==> src/rtl/if_fetch_stage.sv <==
// Instruction-fetch stage: PC register, req/ack instruction-memory handshake,
// next-PC mux candidates and the IF/ID pipeline register with stall/flush.
module if_fetch_stage #(
  parameter logic [31:0] PC_RESET  = 32'h0000_3000,
  parameter logic [31:0] NOP_INSTR = 32'h0000_0000
) (
  input  logic        clk,
  input  logic        rst,
  input  logic [31:0] next_pc,
  input  logic        stall,
  input  logic        flush,
  output logic        imem_req,
  output logic [31:0] imem_addr,
  input  logic        imem_ack,
  input  logic [31:0] imem_rdata,
  output logic [31:0] pc,
  output logic [31:0] pc_plus4,
  output logic [31:0] br_target,
  output logic [31:0] j_target,
  output logic [31:0] if_id_instr,
  output logic [31:0] if_id_pc4,
  output logic        if_id_valid
);

  typedef enum logic [1:0] {
    S_REQ  = 2'd0,
    S_HOLD = 2'd1,
    S_DROP = 2'd2
  } state_t;

  state_t      state;
  logic [31:0] hold;
  logic [31:0] redir;
  logic [31:0] br_offset;

  assign imem_addr = pc;
  assign imem_req  = !rst && (state != S_HOLD);
  assign pc_plus4  = pc + 32'd4;
  assign br_offset = {{14{if_id_instr[15]}}, if_id_instr[15:0], 2'b00};
  assign br_target = if_id_pc4 + br_offset;
  assign j_target  = {if_id_pc4[31:28], if_id_instr[25:0], 2'b00};

  always_ff @(posedge clk or posedge rst) begin
    if (rst) begin
      state       <= S_REQ;
      pc          <= PC_RESET;
      if_id_instr <= NOP_INSTR;
      if_id_pc4   <= 32'd0;
      if_id_valid <= 1'b0;
      hold        <= 32'd0;
      redir       <= 32'd0;
    end else begin
      case (state)
        S_REQ: begin
          if (flush && imem_ack) begin
            pc          <= next_pc;
            if_id_valid <= 1'b0;
          end else if (flush) begin
            // request is still in flight; remember where to go once it retires
            redir       <= next_pc;
            if_id_valid <= 1'b0;
            state       <= S_DROP;
          end else if (imem_ack && !stall) begin
            if_id_instr <= imem_rdata;
            if_id_pc4   <= pc_plus4;
            if_id_valid <= 1'b1;
            pc          <= next_pc;
          end else if (imem_ack) begin
            hold  <= imem_rdata;
            state <= S_HOLD;
          end else if (!stall) begin
            if_id_instr <= NOP_INSTR;
            if_id_valid <= 1'b0;
          end
        end
        S_HOLD: begin
          if (flush) begin
            if_id_valid <= 1'b0;
            pc          <= next_pc;
            state       <= S_REQ;
          end else if (!stall) begin
            if_id_instr <= hold;
            if_id_pc4   <= pc_plus4;
            if_id_valid <= 1'b1;
            pc          <= next_pc;
            state       <= S_REQ;
          end
        end
        S_DROP: begin
          if_id_valid <= 1'b0;
          if (imem_ack) begin
            pc    <= flush ? next_pc : redir;
            state <= S_REQ;
          end else if (flush) begin
            redir <= next_pc;
          end
        end
        default: state <= S_REQ;
      endcase
    end
  end

endmodule

==> config.mk <==
export PLATFORM = sky130hd
export DESIGN_NAME = if_fetch_stage
export DESIGN_NICKNAME = d
export VERILOG_FILES = /design/src/rtl/if_fetch_stage.sv
export SDC_FILE = /design/constraint.sdc
export NUM_CORES = 1
export LEC_CHECK = 0
export BUFFER_PORTS_ARGS = -buffer_cell sky130_fd_sc_hd__buf_2
export CELL_PAD_IN_SITES_DETAIL_PLACEMENT = 0
export CELL_PAD_IN_SITES_GLOBAL_PLACEMENT = 1
export CORE_UTILIZATION = 30
export CTS_CLUSTER_SIZE = 16
export DETAILED_ROUTE_END_ITERATION = 8
export GPL_ROUTABILITY_DRIVEN = 0
export PLACE_DENSITY = 0.73
export SLEW_MARGIN = 40
export SYNTH_ARGS = -nofsm -noshare
export SYNTH_HDL_FRONTEND = slang
export SYNTH_SLANG_ARGS = --single-unit
==> constraint.sdc <==
create_clock -name clk -period 5.5 [get_ports clk]
set_input_delay 0.275 -clock clk [delete_from_list [all_inputs] [get_ports clk]]
set_output_delay 0.275 -clock clk [all_outputs]
set_load 0.01 [all_outputs]
# ---- Yosys cells after proc, flatten, opt, wreduce, memory -nomap -nowiden
# Cells that the tools add are included.
dict set report op_classes {
  n_reduce_logical 16
  add_sub_neg 2
  n_eq_ne 19
  bitwise_logic 3
  mux 41
}
# cell count
set ops {}
lappend ops {{$mux 32} 21}
lappend ops {{$pmux 32 s2} 3}
lappend ops {{$pmux 32 s3} 1}
lappend ops {{$add 32x3->32 const B} 1}
lappend ops {{$add 32x32->32} 1}
lappend ops {{$ne 3x3->1 const B} 7}
lappend ops {{$reduce_and 5->1} 3}
lappend ops {{$mux 2} 7}
lappend ops {{$ne 2x2->1 const B} 7}
lappend ops {{$ne 5x5->1 const B} 2}
lappend ops {{$mux 1} 7}
lappend ops {{$reduce_and 7->1} 1}
lappend ops {{$pmux 2 s3} 1}
lappend ops {{$reduce_and 6->1} 1}
lappend ops {{$reduce_and 4->1} 1}
lappend ops {{$reduce_bool 2->1} 2}
lappend ops {{$logic_and 1x1->1} 3}
lappend ops {{$not 1->1} 3}
lappend ops {{$pmux 1 s3} 1}
lappend ops {{$reduce_and 3->1} 1}
lappend ops {{$reduce_bool 3->1} 1}
lappend ops {{$eq 2x1->1 const B} 1}
lappend ops {{$eq 2x2->1 const B} 1}
lappend ops {{$logic_not 1->1} 2}
lappend ops {{2 further kinds} 2}
dict set report totals {
  input_bits 69
  out_inout_bits 226
  regBits 163
  elab_cells 88
}

# ---- Logic depth before layout (Yosys ltp)
# Gate-level depths: netlist (run 1).
dict set report depth {
  word_depth 6
  depth_mapped 9
  ltp_nobuf 9
}

# ---- Worst setup path after synthesis (run 1)
# Ideal clock, no wire load.
dict set report synth_path {
  kind {reg-to-output}
  startpoint {register if_id_instr[0]}
  endpoint {output br_target[28]}
  n_path_buf 0
  setup_slack_ns 2.784
  t_arrival_ns 2.441
  required_ns 5.225
  stages_incl_launch_ff 10
  cell_sequence {dfrtp_1 > ha_1 > inv_1 > fa_1 > nand2b_1 > a21oi_1 > o41ai_1 > a2111oi_1 > nor4_1 > and3b_1}
}
dict set report synth_via {
  elab_chain_cells 1
}
# item line_no
set synth_lines {}
lappend synth_lines {{from (decl)} 20} ;# output logic [31:0] if_id_instr,
lappend synth_lines {{from (signal assigned)} 64} ;# if_id_instr <= imem_rdata;
lappend synth_lines {{from (signal assigned)} 82} ;# if_id_instr <= hold;
lappend synth_lines {{$add 32x32->32} 40} ;# assign br_target = if_id_pc4 + br_offset;
lappend synth_lines {{to (decl)} 18} ;# output logic [31:0] br_target,
# Every way passes these cells.

# ---- Worst setup path in the final report (run 1)
dict set report layout_path {
  startpoint {register if_id_instr[15]}
  endpoint {output br_target[29]}
}
# The elaborated chain is that of the path after synthesis.

==> flow_metrics.tcl, run 1 <==
set metrics [dict create \
    area_growth_pct 21.6 \
    totalWireLength_mm 28.4 \
    start_util_pct 30.4 \
    path_depth 8 \
    relSlewSlack_pct 47.8 \
    synth_top_cell_by_area "dfrtp_1" \
    grt_max_degree 65 \
    io_pins 295 \
    grt_pass1_wl_mm 44.3 \
    design_area_um2 11600 \
    setup-tns-final_ns 0 \
    rows 65 \
    post-dp-hpwl_mm 21.8 \
    synthFlopType "dfrtp_1" \
    crit_chain "ha_1 -> a21oi_1 -> o21ai_0 -> nor2_1 -> o211ai_1 -> and2_1 -> a211oi_1 -> buf_2" \
    grt_pass1_vias 7555 \
    drt_pass1_iterations 5 \
    via_count 7734 \
    synth_top_area_share_pct 42.1 \
    peakVddDrop_uv 260 \
    synth_area_leaders "dfrtp_1, mux2_2, buf_4" \
    syn_area_per_cell_um2 10.0 \
    synth_edf_count 0 \
    place_area_um2 11000 \
    routed-wl-met3_um 978 \
    async_reset_ff_share_pct 100 \
    rr_startpoint "state[1]" \
    setup_viol 0 \
    ys_ff_latch 163 \
    worst-setup-path-type "register to output port" \
    cts_tree "done" \
    antenna_cells 0 \
    synthCells 954 \
    reg2reg_to "if_id_instr[1]" \
    critPathRequiredTime_ns 5.22 \
    r2r_slack_ns 2.74 \
    leakage_uw 0.00577 \
    cap_viol_max_count 0 \
    status "finished clean" \
    clockRootBuffer "clkbuf_16" \
    drive_gt1_share_pct 36.0 \
    layout_common_cells "buf_2, dfrtp_1, nand2_1" \
    antenna_found_initial 1 \
    drt-vias-per-instance 4.91 \
    drt-initial-drc-count 389 \
    layout_commonest_cell "buf_2" \
    fmax_mhz 286 \
    start_kind "register" \
    cpLargestDelayFamily "compound AO/OA/AOI/OAI gates" \
    arrival_ns 3.22 \
    h-tree-depth 4 \
    coreArea_um2 31500 \
    routed.top_layer "met5" \
    port_buffers 292 \
    ctsResizeCount 0 \
    ys_warn_count 0 \
    r2r_cells 8 \
    layout_min_cycle_time_ns 3.49 \
    critical_path.endpoint_type "output port" \
    cts_hold_buf 1 \
    worst_hold_path_type "input pin to register" \
    min_to "hold[23]" \
    cpMaxStageDelayCell "dfrtp_1" \
    postCtsSetupBuffers 0 \
    hold_start "imem_rdata[23]" \
    finalHoldViolations 0 \
    powerDensity_nw_per_um2 667 \
    nets 1265 \
    drc_errors 0 \
    hold_path_depth 2 \
    wl_met2_mm 13.9 \
    wire_per_inst_um 18.0 \
    cts_max_path_buffers 2 \
    worstPathMaxFanout 18 \
    critPathMaxStageDelay_ns 0.77 \
    fin_cells 1576 \
    ant_nets 0 \
    rsz0062_at_grt "false" \
    overflow 0 \
    die_w_um 181 \
    cp_num_buf_inv 1 \
    dp.cells 1543 \
    ys_types 66 \
    grt_usage_pct 17.6 \
    finClkSkew_ns 0.0108 \
    ys_seq_area_share_pct 42.7 \
    cts_sinks 163 \
    syn_area_um2 9570 \
    dieArea_um2 32600 \
    wl_met1_mm 13.1 \
    clk_pin_slew_ns 0.07 \
    slew_violations 0 \
    timing.final.crit_share_pct 63.5 \
    die_y_um 181 \
    clk_latency_ns 0.44 \
    tightest_slew_ns 0.782 \
    cts-buffers-inserted 17 \
]
how the worst max path moves through the flow:
stage / end / start / slack (ns)
floorplan: hold[0] / rst / 0.82
global placement: br_target[28] / if_id_instr[0] / 2.25
detailed placement: br_target[28] / if_id_instr[0] / 2.23
CTS: br_target[28] / if_id_instr[0] / 1.74
finish: br_target[29] / if_id_instr[15] / 2.01
global route: br_target[28] / if_id_instr[0] / 1.73
stage by stage:
step / util (%) / setup slack, ns / hold WS [ns] / total power [uW]
CTS: 36.9 / 1.74 / 0.0631 / 7850
finish: 37.0 / 2.01 / 0.0812 / 7770
global placement: 34.7 / 2.25 / 0.336 / 6530
floorplan: - / 0.823 / 0.382 / 5090
detailed placement: 35.0 / 2.23 / 0.338 / 6610
global route: 37.0 / 1.73 / 0.0707 / 8370
kinds of logic after synthesis:
kind of cell    count (synthesis)  share of synthesized area, %
buf+inv                       135                          8.11
simple gates                  228                          11.4
other cells                     1                        0.0392
mux                           128                          14.6
xor+xnor                       51                          4.83
flops                         163                          42.7
compound gates                213                          13.7
fa+ha+maj                      35                          4.66
layer usage:
metal | GRT usage (%) | vias up
li1 | - | 3742
met1 | 22.9 | 3768
met2 | 30.0 | 198
met3 | 3.03 | 24
met4 | 5.13 | 2
met5 | 0 | -
where the power goes:
part / internal [uW] / switching (uW)
registers: 1790 / 645
clock network: 710 / 507
logic: 1740 / 2380
total: 4240 / 3530
area by class of cell:
| type | instances | area (um^2) |
|---|---|---|
| clock buffers | 22 | 474 |
| clock inverters | 10 | 121 |
| fillers | 3218 | 19800 |
| inverters | 18 | 72.6 |
| multi-input cells | 657 | 4770 |
| flip-flops and latches | 163 | 4080 |
| well taps | 402 | 503 |
| repair buffers | 304 | 1620 |
flip-flops by register name (all words and copies together) (netlist names):
| name | cells |
|---|---|
| if_id_pc4 | 32 |
| if_id_valid | 1 |
| hold | 32 |
| imem_addr | 32 |
| if_id_instr | 32 |
| redir | 32 |
| state | 2 |
cell usage after synthesis, drive strengths merged (5+ instances only):
master    n
nor3      8
xor2     24
mux2     95
a22oi    32
nand2b    6
o21a      5
nor2     39
a21o      5
ha       34
inv      18
o21bai    8
o211ai    6
and2      6
nand3    27
nand4    12
buf      78
o21ai    86
dfrtp   161
nor4      5
a211oi    6
a21oi    40
nand2   102
xnor2    27
and3      8
mux2i    33
clkbuf   39
Note: power is estimated with default switching activity, not from simulation.
==> inputs of run 2 (changes only) <==
Settings changed: ABC_AREA from default to 1, PLACE_DENSITY 0.73 to 0.78.
Clock period 5.5 ns to 2.9 ns, I/O delays scaled along.
==> run 2 against run 1 <==
Sequential share of layout area shrank 4.1 points; clock power increased by 80%; combinational power rose by 100%; cell count up 42%; clock skew up 0.0015 ns; flip-flop and latch count unchanged; via count grew 32%.
==> flow_metrics.tcl, run 2 <==
set metrics [dict create \
    synth_top_cell_by_area "dfrtp_1" \
    start_kind "register" \
    drc_errors 0 \
    critical_path.most_common_cell "nor2_1" \
    grt_pass1_wl_mm 54.0 \
    drt_pass1_iterations 6 \
    rows 69 \
    cpMaxStageDelayCell "fa_1" \
    worstPathMaxFanout 4 \
    via_count 10200 \
    ys_warn_count 0 \
    whs_ns 0.0232 \
    synth_edf_count 0 \
    totalWireLength_mm 34.9 \
    seq_area_um2 4080 \
    worst_hold_path_type "input pin to register" \
    async_reset_ff_share_pct 100 \
    drt-initial-drc-count 643 \
    wire_per_inst_um 15.6 \
    overflow 0 \
    clk_pin_slew_ns 0.07 \
    syn_area_per_cell_um2 7.11 \
    fillers 3785 \
    synth_area_leaders "dfrtp_1, nand2_1, inv_1" \
    antenna_cells 0 \
    leakage_uw 0.00721 \
    cts_max_path_buffers 2 \
    coreArea_um2 35600 \
    peakVddDrop_uv 610 \
    cap_viol_max_count 0 \
    critical_path.endpoint_type "output port" \
    area_growth_pct 21.6 \
    cp-endpoint "br_target[16]" \
    ys_types 41 \
    layout_common_cells "nand2_1, buf_2, inv_1" \
    synthCells 1522 \
    drive_gt1_share_pct 21.6 \
    nets 1864 \
    die_y_um 192 \
    synth_top_area_share_pct 37.2 \
    fin_cells 2234 \
    startpoint "if_id_instr[0]" \
    ant_nets 0 \
    worst-setup-path-type "register to output port" \
    post-dp-hpwl_mm 26.9 \
    cp_num_buf_inv 2 \
    multi_input_area_um2 5260 \
    clk_latency_ns 0.43 \
    grt_usage_pct 19.2 \
    finClkSkew_ns 0.0123 \
    ys_ff_latch 163 \
    cts-buffers-inserted 17 \
    postCtsSetupBuffers 0 \
    crit_chain "ha_2 -> inv_1 -> fa_1 -> nor3_1 -> nor2_1 -> nor2_1 -> nor2_1 -> xnor2_1 -> buf_2" \
    dp.cells 2171 \
    ys_seq_area_share_pct 37.7 \
    antenna_found_initial 1 \
    grt_max_degree 99 \
    clockRootBuffer "clkbuf_16" \
    tightest_slew_ns 0.674 \
    status "finished clean" \
    port_buffers 292 \
    h-tree-depth 4 \
    cts_tree "done" \
    setup_viol 0 \
    fin_ws_ns 0.185 \
    grt_pass1_vias 9621 \
    fmax_mhz 368 \
    path_depth 9 \
    start_util_pct 30.4 \
    layout_min_cycle_time_ns 2.71 \
    reg2reg_to "redir[17]" \
    finalHoldViolations 0 \
    critPathMaxStageDelay_ns 0.43 \
    timing.final.crit_share_pct 93.6 \
    r2r_cells 8 \
    die_w_um 192 \
    io_pins 295 \
    dieArea_um2 36800 \
    r2r_slack_ns 0.94 \
    layout_commonest_cell "nand2_1" \
    powerDensity_nw_per_um2 1140 \
    synth_common_cells "nand2_1, inv_1, dfrtp_1" \
    setup-tns-final_ns 0 \
    synthFlopType "dfrtp_1" \
    pre_cts_ws_ns 0.526 \
    cpLargestDelayFamily "simple AND/OR/NAND/NOR gates" \
    critPathRequiredTime_ns 2.76 \
    relSlewSlack_pct 54.9 \
    syn_area_um2 10800 \
    rr_startpoint "state[0]" \
    cts_sinks 163 \
    drt-vias-per-instance 4.55 \
    arrival_ns 2.57 \
    yosysMostFrequentCell "nand2_1" \
    slew_violations 0 \
    rsz0062_at_grt "false" \
]
[run 2: cell types whose count changed in the layout (fill, tap and decap cells not counted), moves of 24 or more]
cell / change
mux2_1: -27
o21ai_0: +74
a22oi_1: -32
nand2_1: +371
nor2_1: +100
mux2_2: -68
inv_1: +177
dlygate4sd3_1: +30
a21oi_1: +49
o21ai_1: -24
[run 2: worst min-delay path by stage]
stage / cells past startpoint / slack [ns] / startpoint / to
final: 3 / 0.02 / imem_rdata[7] / hold[7]
after global routing: 3 / 0.02 / imem_rdata[23] / hold[23]
after CTS: 3 / 0.002 / next_pc[8] / imem_addr[8]
after detailed placement: 3 / 0.32 / rst / if_id_instr[17]
after global placement: 3 / 0.32 / rst / if_id_instr[17]
after floorplan: 2 / 0.31 / imem_rdata[30] / hold[30]
[run 2: final cells by class]
class / instances / area share [%]
clock buffers: 17 / 3.23
clock inverters: 15 / 1.06
repair buffers: 336 / 14.6
well taps: 461 / 4.38
flip-flops and latches: 163 / 31.0
multi-input cells: 1041 / 39.9
inverters: 201 / 5.78
[run 2: kinds of logic after synthesis]
family / count (synthesis) / synth area share, %
AO/OA/AOI/OAI: 235 / 11.2
flip-flops: 163 / 37.7
other: 1 / 0.0347
XOR/XNOR: 31 / 2.86
AND/OR/NAND/NOR: 706 / 27.2
multiplexers: 32 / 2.96
adder cells (fa/ha/maj): 35 / 4.12
buffers and inverters: 319 / 13.9
[run 2: report_power, final]
| group | switching (uW) | internal [uW] |
|---|---|---|
| Clock | 1060 | 1140 |
| Combinational | 5290 | 3040 |
| Sequential | 1200 | 3310 |
[run 2: through the flow]
stage | area [um^2] | utilization [%] | power [uW]
4_1_cts | 13200 | 37.0 | 15200
5_1_grt | 13200 | 37.0 | 16500
3_3_place_gp | 12300 | 34.5 | 12800
6_report | 13200 | 37.0 | 15100
2_1_floorplan | 10800 | - | 9930
3_5_place_dp | 12300 | 34.5 | 12900
[run 2: metal layers]
metal  GRT usage [%]  share of wire [%]  up-vias
li1                -                  -     5184
met1            25.3                 45     4701
met2            32.5                 48      262
met3            2.81                5.0       26
met4            5.71                1.8        0
met5               0                  0        -
[run 2: what timing repair did]
item	CTS	global route
resized for setup	0	4
hold buffers	31	0
endpoints found under the setup margin	0	12
endpoints found under the hold margin	191	0
[run 2: worst reg2reg max path, cell delays in order, from the launching register on]
cell     delay [ns]
dfrtp_1        0.40
inv_1          0.11
ha_1           0.29
inv_2          0.10
nor2_1         0.09
nand2_1        0.07
nand2_2        0.05
buf_4          0.47
o21ai_0        0.23
